`src/rtl/controlador_permutacao.sv`:
```
// Draws LFSR words for an external permutation generator, retries rejected draws,
// and hands an accepted 4-slot permutation to the consumer one index at a time.
module controlador_permutacao #(
   parameter int          MAX_TENT = 8,
   parameter logic [15:0] SEMENTE  = 16'hACE1
) (
   input  logic        clock,
   input  logic        reset,
   input  logic        start,
   input  logic        abort,
   input  logic [7:0]  gen_perm,
   input  logic        gen_ready,
   input  logic        idx_ack,
   output logic [15:0] gen_entrada,
   output logic [1:0]  idx_out,
   output logic        idx_valid,
   output logic [1:0]  slot,
   output logic        busy,
   output logic        done,
   output logic        erro,
   output logic [3:0]  tentativas
);

   typedef enum logic [2:0] {
      IDLE, SORTEIA, ESPERA, AVALIA, EMITE, FIM, ERRO
   } estado_t;

   localparam logic [3:0] LIMITE = 4'(MAX_TENT);

   estado_t     state, state_next;
   logic [15:0] lfsr, lfsr_next;
   logic [15:0] entrada_next;
   logic [7:0]  perm, perm_next;
   logic [1:0]  slot_next;
   logic [3:0]  tentativas_next;
   logic [15:0] lfsr_avanco;
   logic [3:0]  tentativas_inc;

   assign lfsr_avanco    = {lfsr[14:0], lfsr[15] ^ lfsr[13] ^ lfsr[12] ^ lfsr[10]};
   assign tentativas_inc = tentativas + 4'd1;

   always_ff @(posedge clock or posedge reset) begin
      if (reset) begin
         state       <= IDLE;
         lfsr        <= SEMENTE;
         gen_entrada <= 16'h0000;
         perm        <= 8'h00;
         slot        <= 2'd0;
         tentativas  <= 4'd0;
      end else begin
         state       <= state_next;
         lfsr        <= lfsr_next;
         gen_entrada <= entrada_next;
         perm        <= perm_next;
         slot        <= slot_next;
         tentativas  <= tentativas_next;
      end
   end

   always_comb begin
      state_next      = state;
      lfsr_next       = lfsr;
      entrada_next    = gen_entrada;
      perm_next       = perm;
      slot_next       = slot;
      tentativas_next = tentativas;

      // abort wins over everything; SORTEIA is skipped so the LFSR keeps its value
      if (abort) begin
         state_next = IDLE;
      end else begin
         case (state)
            IDLE: begin
               if (start) begin
                  state_next      = SORTEIA;
                  tentativas_next = 4'd0;
               end
            end
            SORTEIA: begin
               entrada_next = lfsr;
               lfsr_next    = lfsr_avanco;
               state_next   = ESPERA;
            end
            ESPERA: begin
               state_next = AVALIA;
            end
            AVALIA: begin
               if (gen_ready) begin
                  perm_next  = gen_perm;
                  slot_next  = 2'd0;
                  state_next = EMITE;
               end else begin
                  if (tentativas < LIMITE)
                     tentativas_next = tentativas_inc;
                  if (tentativas_inc >= LIMITE)
                     state_next = ERRO;
                  else
                     state_next = SORTEIA;
               end
            end
            EMITE: begin
               if (idx_ack) begin
                  if (slot == 2'd3)
                     state_next = FIM;
                  else
                     slot_next = slot + 2'd1;
               end
            end
            FIM: begin
               state_next = IDLE;
            end
            ERRO: begin
               if (start) begin
                  tentativas_next = 4'd0;
                  state_next      = SORTEIA;
               end
            end
            default: begin
               state_next = IDLE;
            end
         endcase
      end
   end

   // slot 0 lives in the most significant pair of the latched permutation
   always_comb begin
      case (slot)
         2'd0:    idx_out = perm[7:6];
         2'd1:    idx_out = perm[5:4];
         2'd2:    idx_out = perm[3:2];
         default: idx_out = perm[1:0];
      endcase
   end

   assign idx_valid = (state == EMITE);
   assign busy      = (state != IDLE) && (state != ERRO);
   assign done      = (state == FIM);
   assign erro      = (state == ERRO);

endmodule

```
`config.mk`:
```
export PLATFORM = sky130hd
export DESIGN_NAME = controlador_permutacao
export DESIGN_NICKNAME = d
export VERILOG_FILES = /design/src/rtl/controlador_permutacao.sv
export SDC_FILE = /design/constraint.sdc
export NUM_CORES = 1
export LEC_CHECK = 0
export ABC_AREA = 1
export ABC_CLOCK_PERIOD_IN_PS = 2700
export BUFFER_PORTS_ARGS = -buffer_cell sky130_fd_sc_hd__buf_2
export CORE_MARGIN = 8
export CORE_UTILIZATION = 35
export DETAILED_ROUTE_END_ITERATION = 6
export HOLD_SLACK_MARGIN = 0.06
export PLACE_DENSITY = 0.58
export SLEW_MARGIN = 20
export SYNTH_ARGS = -nofsm -noshare
export SYNTH_HDL_FRONTEND = slang
export SYNTH_SLANG_ARGS = --single-unit
```
`constraint.sdc`:
```
create_clock -name clock -period 2.7 [get_ports clock]
set_clock_uncertainty 0.15 [all_clocks]
set_input_delay 0.81 -clock clock [delete_from_list [all_inputs] [get_ports clock]]
set_output_delay 0.81 -clock clock [all_outputs]
set_load 0.03 [all_outputs]
```
## After elaboration in Yosys (flattened, before gate mapping)

Cells that the tools add are included.

| word-level totals | value |
|---|---|
| flip-flop bits (word level) | 49 |
| input port bits | 14 |
| output and inout port bits | 28 |

| operators by class | value |
|---|---|
| add/sub/neg operators | 2 |
| $lt $le $gt $ge | 2 |
| equality and inequality tests | 19 |
| multiplexer cells | 16 |
| bitwise operators | 4 |
| reduce and logical (&&, ||, !) cells | 12 |

Operator list:

| cell | number |
|---|---|
| 3-bit 2-to-1 mux | 6 |
| 3-bit case mux with 5 select lines | 1 |
| 4-bit 2-to-1 mux | 3 |
| 2-bit != test (second input constant) | 5 |
| 5-bit AND reduction | 2 |
| 3-bit equality test (second input constant) | 3 |
| 4-bit case mux with 2 select lines | 1 |
| 3-bit by 2-bit equality test with 1-bit output (second input constant) | 2 |
| 2-bit 2-to-1 mux | 3 |
| 3-bit != test (second input constant) | 2 |
| 2-bit case mux with 3 select lines | 1 |
| 3-bit AND reduction | 2 |
| 4-bit by 1-bit adder with 4-bit output (second input constant) | 1 |
| 2-bit equality test (second input constant) | 2 |
| 4-bit greater-or-equal comparator (second input constant) | 1 |
| 4-bit less-than comparator (second input constant) | 1 |
| 2-bit case mux with 2 select lines | 1 |
| 2-bit nonzero test | 2 |
| 3-bit by 1-bit equality test with 1-bit output (second input constant) | 1 |
| 3-bit logical NOT | 1 |
| 3-bit by 1-bit != test with 1-bit output (second input constant) | 1 |
| 3-bit by 2-bit != test with 1-bit output (second input constant) | 1 |
| 3-bit nonzero test | 1 |
| 1-bit bitwise XOR | 3 |
| other kinds (8) | 8 |

## Longest topological paths before layout

Gate-level depths: netlist of run 1.

| depth | value |
|---|---|
| word-level depth | 6 |
| gate-level depth with buffers | 9 |

## Worst setup path after synthesis of run 1

OpenSTA, ideal clock, no wires.

| timing path | value |
|---|---|
| kind | reg-to-output |
| start point | register slot[0] |
| end point | output port idx_out[0] |
| data arrival time | 1.450 ns |
| setup slack | 0.290 ns |
| stages on the path, launching flop included | 5 |
| cells stage by stage | dfrtp_1 ha_1 inv_1 nor2_1 a31oi_1 |

| between the ends | value |
|---|---|
| cells in the longest elaborated chain, start to end | 2 |

Ends and longest elaborated chain:

| item | line | text |
|---|---|---|
| start, declared | 17 | `output logic [1:0] slot,` |
| start signal, assigned | 55 | `slot <= slot_next;` |
| 2-bit equality test, or another cell as far along | 127 | `case (slot)` |
| 2-bit case mux with 3 select lines * | 127 |  |
| end, declared | 15 | `output logic [1:0] idx_out,` |

Mark *: on every way between the ends. The rest lies on a longest branch, timed or not.

## Worst setup path after layout of run 1

Same ends and word-level chain as after synthesis.

==> run metrics, run 1 <==
routed vias=~1600; post-synthesis sequential area ratio=49.6%; CP Capture Type=output port; max_cap viols=0; total CTS buffers=5; Final Instance Area=2390 sq um; status=complete, no violations; final period utilization=91.2%; Final HPWL DP=3.06 mm; CP Launch Type=flip-flop; Placed Area=2280 sq um; nets@finish=300; Power Total=0.00246 W; Hold Path Class=flip-flop to flip-flop; post-synthesis instance area=2090 sq um; Final setup viols=0; hold depth=2; DR pass1 iterations=4; row cnt=28; max-slew violation count=0; crit path kind=flip-flop to output port; Vert. Die Dim=93.2 um; Starting Density=35.7%; clk sinks=41; routed vias/inst=approximately 4.4; Layout area overhead=14.3%; Slew HR=65.3%; LEAKAGE=1.31 nW; Iter 0 DRT Violations=39; Worst Tran Pin Value=about 0.52 ns; cts hold-fix bufs=0; Clk pin slew, worst setup/hold paths=0.08 ns; vias in the first global route=1656; distinct cell type count after synthesis=28; GRT Overall Usage=about a tenth; GR Layer Usage met2=18.2%; Die W=93.2 um; Syn Area/Cell=8.49 sq um; initial antenna violation count=0; ANT nets after route=0; Syn Inst Count=246; grt met3 use=around 3.4%; Setup TNS=0 ns; Port Buf Inserts=41; Syn. warnings=0; CP Max Fanout=6; GPL Wtd Cong=0.808; Post-route DRC=0; cts repair resizes=0; clock root cell=clkbuf_8; I/O Pins=42; min Tclk post-route=2.46 ns; H-tree levels=2; layout cells sized above 1=27.7%; Yosys reg bits=41; Arrival @ worst endpoint=1.50 ns; WL per Instance=between 10 and 15 um; first-pass GRT wire length=7.41 mm; Max clock buf depth=2; FF-to-FF path depth=6; core footprint=5850 sq um; Congestion Overflow GR=0; PwrDens=1030 nW/um^2; Finished Core Util=roughly 41%; die area=8690 sq um; # diodes=0; met1 usage in global routing=11.8%; largest net degree at the start of global routing=42; DRT Wirelength=~4.2 mm; Hold Slack=0.320 ns; CTS tree=done; clk_lat worst skew=roughly 0.29 ns; maximum VDD drop=0.392 mV; FMAX=0.406 GHz; RSZ-0062 raised after global routing=no; Post-CTS Setup Bufs=0; Final Hold Viols=0; data required time of the worst path=1.74 ns; Synth Net Count=265; grt peak-use layer=met2
## Yosys cell counts, drive strengths merged
master | n | share of area (%)
ha | 5 | 3.0
o21ai | 22 | 6.4
nor2 | 15 | 4.2
o22ai | 1 | 0.30
dfrtp | 33 | 40
nand2b | 2 | 0.60
dfstp | 8 | 10
nor3 | 1 | 0.24
nand4 | 3 | 0.90
nand3b | 1 | 0.36
a21oi | 3 | 0.72
xnor2 | 2 | 0.84
buf | 14 | 5.6
nand3 | 16 | 4.1
inv | 29 | 5.3
a31oi | 2 | 0.60
nand2 | 88 | 17
xor2 | 1 | 0.42
## state kept, by name, indices dropped and copies added, names as in the netlist
signal	count
slot	2
perm	8
state	3
lfsr	8
gen_entrada	16
tentativas	4
## final cells by class
class	instances	area, sq um
Clock buffer	6	72.6
Clock inverter	2	35.0
Fill cell	614	3460
Inverter	29	111
Multi-Input combinational cell	162	825
Sequential cell	41	1040
Tap cell	75	93.8
Timing Repair Buffer	42	213
## layer usage
layer	share of wire, %	up-vias
li1	-	831
met1	46	722
met2	48	27
met3	5.0	5
met4	1.2	0
met5	0	-
## power breakdown
group | total, W | internal [W] | leakage, nW | switching (W)
Clock | 0.000488 | 0.000274 | 0.0552 | 0.000214
Sequential | 0.00106 | 0.000891 | 0.524 | 0.000171
Combinational | 0.000905 | 0.000291 | 0.731 | 0.000614
Total | 0.00246 | 0.00146 | 1.31 | 0.000999
## worst max-delay path, cell delays in order, from the launching register on
cell,delay (ns)
dfrtp_1,0.44
ha_1,0.26
inv_1,0.11
nor2_1,0.05
a31oi_1,0.13
buf_2,0.22
## through the flow
step                cells  setup slack (ns)
finish                357             0.238
global route          357             0.109
CTS                   357             0.204
detailed placement    349             0.527
global placement      349             0.576
floorplan             246             0.290
## path summary, 6_finish.rpt
kind	from	slack, ns	end
max	slot[0]$_DFFE_PP0P_	0.24	idx_out[0]
max in group asynchronous	reset	1.55	lfsr[15]$_DFFE_PP1P_
min reg2reg	lfsr[5]$_DFFE_PP1P_	0.32	lfsr[5]$_DFFE_PP1P_
min in group asynchronous	reset	0.49	gen_entrada[6]$_DFFE_PP0P_
max reg2reg	state[1]$_DFFE_PP0P_	1.10	slot[1]$_DFFE_PP0P_
min	lfsr[5]$_DFFE_PP1P_	0.32	lfsr[5]$_DFFE_PP1P_
## cell families after synthesis
kind of cell,count (synthesis),share of synthesized area [%]
xor+xnor,3,1.26
simple gates,126,27.3
fa+ha+maj,5,3.00
compound gates,28,7.97
flops,41,49.6
buf+inv,43,10.9
## cells in the final DEF, fill, tap and decap left out
cell       Yosys  final
inv_2          3      3
o21ai_2        6      6
xor2_1         1      1
o22ai_1        1      1
o21ai_1        9      9
clkbuf_1       0      1
bufinv_16      0      1
o21ai_0        7      7
nand3_2        1      1
nand2b_1       2      2
inv_4          1      1
nand2_4        1      1
buf_4         11      1
a31oi_1        2      2
a21oi_1        3      3
dfrtp_1       33     33
nand3_1       15     15
buf_2          0     41
nor2_1        12     12
nor2_4         2      2
nand2_2        6      6
inv_1         25     25
xnor2_1        2      2
nand3b_1       1      1
clkinv_2       0      1
dfstp_2        8      8
ha_1           5      5
nor3_1         1      1
nand2_1       81     81
clkbuf_8       0      5
nand4_1        3      3
nor2_8         1      1
No activity file was read; power rests on OpenSTA's default activity.
==> inputs of run 2 (changes only) <==
ABC_CLOCK_PERIOD_IN_PS = 3050   (was 2700)
clock period = 3.05 ns   (was 2.7 ns; I/O delays follow)
==> run 2 against run 1 <==
Via count rose by 3.2%. Routed wire length fell by 0.14%. Largest power group unchanged. Total power fell by 12%.
==> run metrics, run 2 (synthesis gave the netlist of run 1 again) <==
status=complete, no violations; biggest regs=gen_entrada x16, lfsr x8, perm x8; largest net degree at the start of global routing=42 (unchanged); DRT Wirelength=4.22 mm (-0.14%); GPL Wtd Cong=0.811 (+0.38%); Clk pin slew, worst setup/hold paths=0.08 ns (about the same); Starting Density=35.7% (unchanged); Final setup viols=0 (unchanged); maximum VDD drop=0.355 mV (-9.5%); data required time of the worst path=1.98 ns (+0.24 ns); Iter 0 DRT Violations=55 (+41%); LEAKAGE=1.31 nW (unchanged); max FFs per register=16 (unchanged); Slew HR=65.4% (+0.10 points); worst-path cell chain=ha_1 > inv_1 > nor2_1 > a31oi_1 > buf_2; PwrDens=910 nW/um^2 (-12%); routed vias=1635 (+3.2%); min Tclk post-route=2.58 ns; clock root cell=clkbuf_8; nets@finish=300 (unchanged); most frequent cells in the layout=81 x nand2_1, 41 x buf_2, 33 x dfrtp_1; ANT nets after route=0 (unchanged); Congestion Overflow GR=0 (unchanged); Vert. Die Dim=93.2 um (unchanged); I/O Pins=42 (unchanged); Die W=93.2 um (unchanged); Arrival @ worst endpoint=1.52 ns (+0.02 ns); vias in the first global route=1659 (+0.18%); core footprint=5850 sq um (unchanged); cts hold-fix bufs=0 (unchanged); Final HPWL DP=3.10 mm (+1.3%); DR pass1 iterations=4 (unchanged); WL per Instance=11.8 um (-0.14%); crit path kind=flip-flop to output port; critical path's slowest cell=dfrtp_1; CTS tree=done; Worst Tran Pin Value=0.518 ns (-0.00157 ns); Hold Path Class=flip-flop to flip-flop; layout cells sized above 1=27.7% (unchanged); max-slew violation count=0 (unchanged); Post-route DRC=0 (unchanged); Post-CTS Setup Bufs=0 (unchanged); Post-Layout Cell Count=357 (unchanged); Max clock buf depth=2 (unchanged); row cnt=28 (unchanged); Final Hold Viols=0 (unchanged); cts repair resizes=0 (unchanged); Port Buf Inserts=41 (unchanged); total CTS buffers=5 (unchanged); routed vias/inst=4.58 (+3.2%); first-pass GRT wire length=7.39 mm (-0.28%); max_cap viols=0 (unchanged); RSZ-0062 raised after global routing=no; # placed instances=349 (unchanged); # diodes=0 (unchanged); final period utilization=approximately 85%; CP Launch Type=flip-flop; Layout area overhead=14.3% (unchanged); H-tree levels=2 (unchanged); GRT Overall Usage=10.5% (-0.072 points); commonest non-fill, non-tap cell in the layout=nand2_1; FMAX=0.388 GHz; initial antenna violation count=0 (unchanged); clk sinks=41 (unchanged); Largest Register=gen_entrada; max incr delay on CP=0.44 ns (about the same); CP Max Fanout=6 (unchanged); CP Capture Type=output port; die area=8690 sq um (unchanged); clk_lat worst skew=0.29 ns (about the same); Setup TNS=0 ns (unchanged)
run 2: cell counts in the layout (fill, tap and decap cells not counted):
Identical to the previous run, type by type.
run 2: metrics by stage:
stage                     setup slack (ns)  utilization (%)  power, W  cell area (sq um)  hold slack (ns)
after global placement               0.821             38.9   0.00175               2280            0.301
after floorplan                      0.535                -   0.00161               2090            0.292
after global routing                 0.376             40.8   0.00234               2390            0.339
after detailed placement             0.769             38.9   0.00177               2280            0.305
after CTS                            0.448             40.8   0.00221               2390            0.323
final                                0.470             40.8   0.00217               2390            0.322
run 2: metal layers:
| metal | GRT usage, % | wire length (um) |
|---|---|---|
| met4 | 3.62 | 45 |
| met3 | 3.77 | 268 |
| met1 | 12.0 | 1880 |
| met5 | 0 | 0 |
| met2 | 17.7 | 2030 |
run 2: layout make-up:
type	instances	area [sq um]
Clock buffer	6	72.6
Tap cell	75	93.8
Inverter	29	111
Clock inverter	2	35.0
Sequential cell	41	1040
Timing Repair Buffer	42	213
Multi-Input combinational cell	162	825
Fill cell	599	3460
run 2: path summary, 6_finish.rpt:
check,startpoint,to,slack [ns],cells past startpoint
max reg2reg,state[1]$_DFFE_PP0P_,slot[0]$_DFFE_PP0P_,1.46,6
max,slot[0]$_DFFE_PP0P_,idx_out[0],0.47,5
min reg2reg,lfsr[5]$_DFFE_PP1P_,lfsr[5]$_DFFE_PP1P_,0.32,2
min,lfsr[5]$_DFFE_PP1P_,lfsr[5]$_DFFE_PP1P_,0.32,2
max in group asynchronous,reset,lfsr[15]$_DFFE_PP1P_,1.78,3
min in group asynchronous,reset,perm[0]$_DFFE_PP0P_,0.59,3
run 2: power breakdown:
group / total, W / leakage, nW / internal (W) / switching (W)
Sequential: 0.000941 / 0.524 / 0.000789 / 0.000152
Combinational: 0.000804 / 0.731 / 0.000258 / 0.000546
Clock: 0.000428 / 0.0552 / 0.000243 / 0.000185
Total: 0.00217 / 1.31 / 0.00129 / 0.000882
run 2: worst max-delay path, delay by kind of cell (launching register included):
| family | cells | cell delay [ns] |
|---|---|---|
| fa+ha+maj | 1 | 0.27 |
| compound gates | 1 | 0.14 |
| buf+inv | 2 | 0.33 |
| flops | 1 | 0.44 |
| simple gates | 1 | 0.05 |
